<file path="src/rtl/machine_result_serializer.sv">
// Buffers 12-bit {tag, value} result words in a small FIFO and streams each one
// out as a header byte followed by a value byte over a valid/ready byte link.
module machine_result_serializer #(
    parameter int DEPTH  = 4,
    parameter int ADDR_W = 2
) (
    input  logic              system1000,
    input  logic              system1000_rstn,
    input  logic [11:0]       in_word,
    input  logic              in_valid,
    output logic              in_ready,
    output logic [7:0]        out_byte,
    output logic              out_valid,
    input  logic              out_ready,
    output logic [ADDR_W:0]   level,
    output logic              overflow
);

    typedef enum logic [1:0] {IDLE, HDR, DATA} state_t;

    localparam logic [ADDR_W:0] PTR_ONE = 1;

    state_t            state, state_next;
    logic [11:0]       mem [DEPTH];
    logic [ADDR_W:0]   wptr, rptr;
    logic [11:0]       hold, hold_next;
    logic              full, empty, push, pop;
    logic [7:0]        byte_next;
    logic              valid_next;

    function automatic logic [7:0] encode_byte(input state_t s, input logic [11:0] w);
        case (s)
            HDR:     encode_byte = {1'b1, 3'b000, w[11:8]};
            DATA:    encode_byte = w[7:0];
            default: encode_byte = 8'h00;
        endcase
    endfunction

    // Pointers carry one extra wrap bit so full and empty are distinguishable.
    assign full     = (wptr[ADDR_W] != rptr[ADDR_W]) &&
                      (wptr[ADDR_W-1:0] == rptr[ADDR_W-1:0]);
    assign empty    = (wptr == rptr);
    assign in_ready = !full;
    assign push     = in_valid && !full;
    assign level    = wptr - rptr;

    always_comb begin
        state_next = state;
        hold_next  = hold;
        pop        = 1'b0;
        case (state)
            IDLE: begin
                if (!empty) begin
                    pop        = 1'b1;
                    hold_next  = mem[rptr[ADDR_W-1:0]];
                    state_next = HDR;
                end
            end
            HDR: begin
                if (out_ready) state_next = DATA;
            end
            DATA: begin
                if (out_ready) begin
                    if (!empty) begin
                        pop        = 1'b1;
                        hold_next  = mem[rptr[ADDR_W-1:0]];
                        state_next = HDR;
                    end else begin
                        state_next = IDLE;
                    end
                end
            end
            default: state_next = IDLE;
        endcase
        // Outputs are registered from the next state so they line up with it.
        valid_next = (state_next != IDLE);
        byte_next  = encode_byte(state_next, hold_next);
    end

    always_ff @(posedge system1000 or negedge system1000_rstn) begin
        if (!system1000_rstn) begin
            state     <= IDLE;
            hold      <= 12'h000;
            out_valid <= 1'b0;
            out_byte  <= 8'h00;
            wptr      <= '0;
            rptr      <= '0;
            overflow  <= 1'b0;
        end else begin
            state     <= state_next;
            hold      <= hold_next;
            out_valid <= valid_next;
            out_byte  <= byte_next;
            if (push) wptr <= wptr + PTR_ONE;
            if (pop)  rptr <= rptr + PTR_ONE;
            if (in_valid && !in_ready) overflow <= 1'b1;
        end
    end

    always_ff @(posedge system1000) begin
        if (push) mem[wptr[ADDR_W-1:0]] <= in_word;
    end

endmodule
</file>
<file path="config.mk">
export PLATFORM = sky130hd
export DESIGN_NAME = machine_result_serializer
export DESIGN_NICKNAME = d
export VERILOG_FILES = /design/src/rtl/machine_result_serializer.sv
export SDC_FILE = /design/constraint.sdc
export NUM_CORES = 1
export LEC_CHECK = 0
export ABC_CLOCK_PERIOD_IN_PS = 3400
export CAP_MARGIN = 20
export CORE_MARGIN = 2
export CORE_UTILIZATION = 56
export CTS_CLUSTER_SIZE = 24
export DETAILED_ROUTE_END_ITERATION = 7
export PLACE_DENSITY = 0.78
export SLEW_MARGIN = 20
export SYNTH_ARGS = -nofsm -noshare
export SYNTH_HDL_FRONTEND = slang
export SYNTH_SLANG_ARGS = --single-unit
</file>
<file path="constraint.sdc">
create_clock -name system1000 -period 3.4 [get_ports system1000]
set_input_delay 0.68 -clock system1000 [delete_from_list [all_inputs] [get_ports system1000]]
set_output_delay 0.68 -clock system1000 [all_outputs]
set_load 0.02 [all_outputs]
</file>
==> impl_metrics.py <==
metrics = {
    "critical_path": {
        "reg2reg_slack_ns": 0.81,
        "path_class": "flop to output pin",
        "crit_arrival_ns": 2.22,
        "required_ns": 2.72,
        "ff2ff_path_depth": 8,
        "critPathLaunchType": "flop",
        "cp_max_fo": 4,
        "r2r_start": "rptr[1]$_DFFE_PN0P_",
        "end_kind": "output pin",
        "r2r-end": "out_byte[3]$_DFF_PN0_",
    },
    "die": {
        "core_area_sq_mm": 0.00551,
        "start_util_pct": 58.1,
        "die-area_sq_mm": 0.00634,
        "die_h_microns": 79.6,
        "ios": 30,
        "rows": 27,
        "die_w_microns": 79.6,
    },
    "global_route": {
        "overflow": 0,
        "grt_pass1_wl_microns": 8870,
        "grt_start_max_net_pins": 31,
        "grt_usage_pct": 19.5,
        "antenna_found_initial": 0,
        "grt_pass1_vias": 1728,
    },
    "clock_tree": {
        "cts_max_level": 3,
        "clkTransAtPathRegs_ns": 0.08,
        "cts_tree": "done",
        "numCtsBuffers": 9,
        "clock_latency_ns": 0.34,
        "cts_buffer_depth": 2,
        "hold_buffers": 0,
        "cts_setup_buffers": 0,
        "clock-sinks": 78,
        "cts_root_buffer": "clkbuf_8",
        "postCtsResizedCells": 0,
    },
    "synthesis": {
        "ys_ff_latch": 78,
        "yosysTopAreaCell": "edfxtp_1",
        "synth_top_cell_area_share_pct": 45.0,
        "syn_area_sq_mm": 0.00320,
        "ys.warnings.count": 0,
        "avgSynthCellArea_sq_um": 15.9,
        "synth.distinct_cells": 30,
        "syn-num-nets": 228,
        "syn_inst": 201,
        "yosys-top-cells-area": "edfxtp_1 45%, dfrtp_1 23%, mux2i_1 5.0%, mux2_2 4.2%, ha_1 3.9%",
        "synth_seq_area_share_pct": 68.5,
    },
    "sta": {
        "slew_headroom_pct": 55.1,
        "finalClockSkew_ns": 0.00495,
        "finalHoldViolCount": 0,
        "clock.fmax_mhz": 345,
        "rsz0062_at_grt": "false",
        "tns_ns": 0,
        "fin_crit_sh_pct": 85.3,
        "period_needed_ns": 2.90,
        "drv_slew": 0,
        "tightest_slew_ns": 0.674,
        "finalSetupViolCount": 0,
    },
    "min_path": {
        "hold_path_class": "flop to flop",
        "hp-start": "hold[9]$_DFF_PN0_",
        "min_to": "hold[9]$_DFF_PN0_",
        "holdPathStages": 2,
    },
    "routing": {
        "via_count": 1790,
        "dr.first_iter.drc_count": 106,
        "post_drt_wl_per_cell_microns": 17.4,
        "drtAntennaViolNets": 0,
        "post_drt_via_cell_ratio": 5.65,
        "drt-total-wl_microns": 5510,
        "drc": 0,
        "first_pass_iters": 4,
    },
    "placed_design": {
        "dp_hpwl_microns": 3540,
        "dpl_cell_area_sq_mm": 0.00359,
        "place_congestion": 0.759,
        "port_buffers": 29,
    },
    "run_status": {
        "status": "finished clean",
    },
    "final_layout": {
        "mostFrequentLayoutCells": "48 x edfxtp_1, 30 x dfrtp_1, 29 x clkdlybuf4s50_1, 16 x mux2i_1, 15 x nand2_1",
        "seq_area_sq_mm": 0.00219,
        "design_area_sq_mm": 0.00379,
        "nFillCells": 379,
        "nets": 267,
        "multiInputGateArea_sq_um": 943,
        "area_growth_pct": 18.3,
        "layout_commonest_cell": "edfxtp_1",
        "drive_gt1_share_pct": 15.1,
        "antenna_cells": 0,
    },
    "power": {
        "p_leak_uw": 0.00146,
        "power.density_mw_per_mm2": 986,
        "peakVddDrop_uv": 470,
    },
    "flow_run": {
        "drv_cap": 0,
    },
}
[power breakdown]
part           total, uW  switching (uW)  internal (uW)
Sequential          1460             133           1330
Combinational       1590             876            712
Clock                688             329            359
[area by class of cell]
class                      instances  share of cell area [%]
clock inverter                     5                    1.55
clock buffer                      11                    3.73
tap                               72                    2.38
multi-input combinational        108                    24.9
timing repair buffer              34                    8.66
sequential                        78                    57.9
inverter                           9                   0.892
[layer usage]
metal	global-route usage [%]	wire [microns]
met1	26.7	2560
met2	28.7	2530
met3	3.85	212
met4	12.6	203
met5	0	0
[worst max-delay path: stages (launching register included)]
cell and delay (ns):
dfrtp_1 0.40, inv_1 0.11, ha_1 0.22, fa_1 0.37, xnor2_1 0.16, clkdlybuf4s50_1 0.62
[stage by stage]
| step | std cells | utilization, % | hold WS, ns | total power, uW | setup slack [ns] |
|---|---|---|---|---|---|
| after detailed placement | 301 | 65.1 | 0.471 | 3070 | 0.737 |
| final | 317 | 68.8 | 0.490 | 3730 | 0.499 |
| after global routing | 317 | 68.8 | 0.506 | 3970 | 0.399 |
| after CTS | 317 | 68.8 | 0.487 | 3760 | 0.482 |
| after global placement | 301 | 65.1 | 0.462 | 3020 | 0.831 |
| after floorplan | 201 | - | 0.384 | 2550 | 0.919 |
[how the worst max path moves through the flow]
stage                         from                    end  slack [ns]  cells after the start
2_1_floorplan  rptr[1]$_DFFE_PN0P_  out_byte[0]$_DFF_PN0_        0.92                     10
3_3_place_gp              in_valid    mem[1][0]$_DFFE_PP_        0.83                      4
3_5_place_dp              in_valid   mem[1][11]$_DFFE_PP_        0.74                      4
4_1_cts        wptr[0]$_DFFE_PN0P_               level[2]        0.48                      5
5_1_grt        wptr[0]$_DFFE_PN0P_               level[2]        0.40                      5
6_report       wptr[0]$_DFFE_PN0P_               level[2]        0.50                      5
[cell usage after synthesis]
master and number:
buf_4 1, nor2_1 1, mux4_2 4, buf_2 4, a311o_1 1, o21a_1 1
edfxtp_1 48, ha_1 10, o21ai_0 10, nand2_1 15, dfrtp_1 30, and2_1 9
mux2i_1 16, a311oi_4 1, o21bai_1 1, mux2_2 12, nand2b_1 1, a221oi_1 4
a21o_1 1, o211ai_1 1, nor2b_1 1, nand3_1 2, inv_1 9, fa_1 1
a31oi_1 1, xnor2_1 5, xor2_1 2, o22a_1 4, clkbuf_1 1, a21oi_1 4
[logic make-up after synthesis]
kind of cell,count (synthesis),share of synthesized area [%]
muxes,32,12.0
AOI/OAI and AO/OA,29,6.65
adders and majority gates,11,4.53
DFF,78,68.5
and+or+nand+nor,29,4.34
xor gates and xnor gates,7,1.92
buffers and inverters,15,2.03
[state kept, by name, indices dropped and copies added (netlist names)]
signal,count
out_byte,8
wptr,3
state,2
hold,12
rptr,3
mem,48
overflow,1
out_valid,1
(Power assumes the default switching activity.)
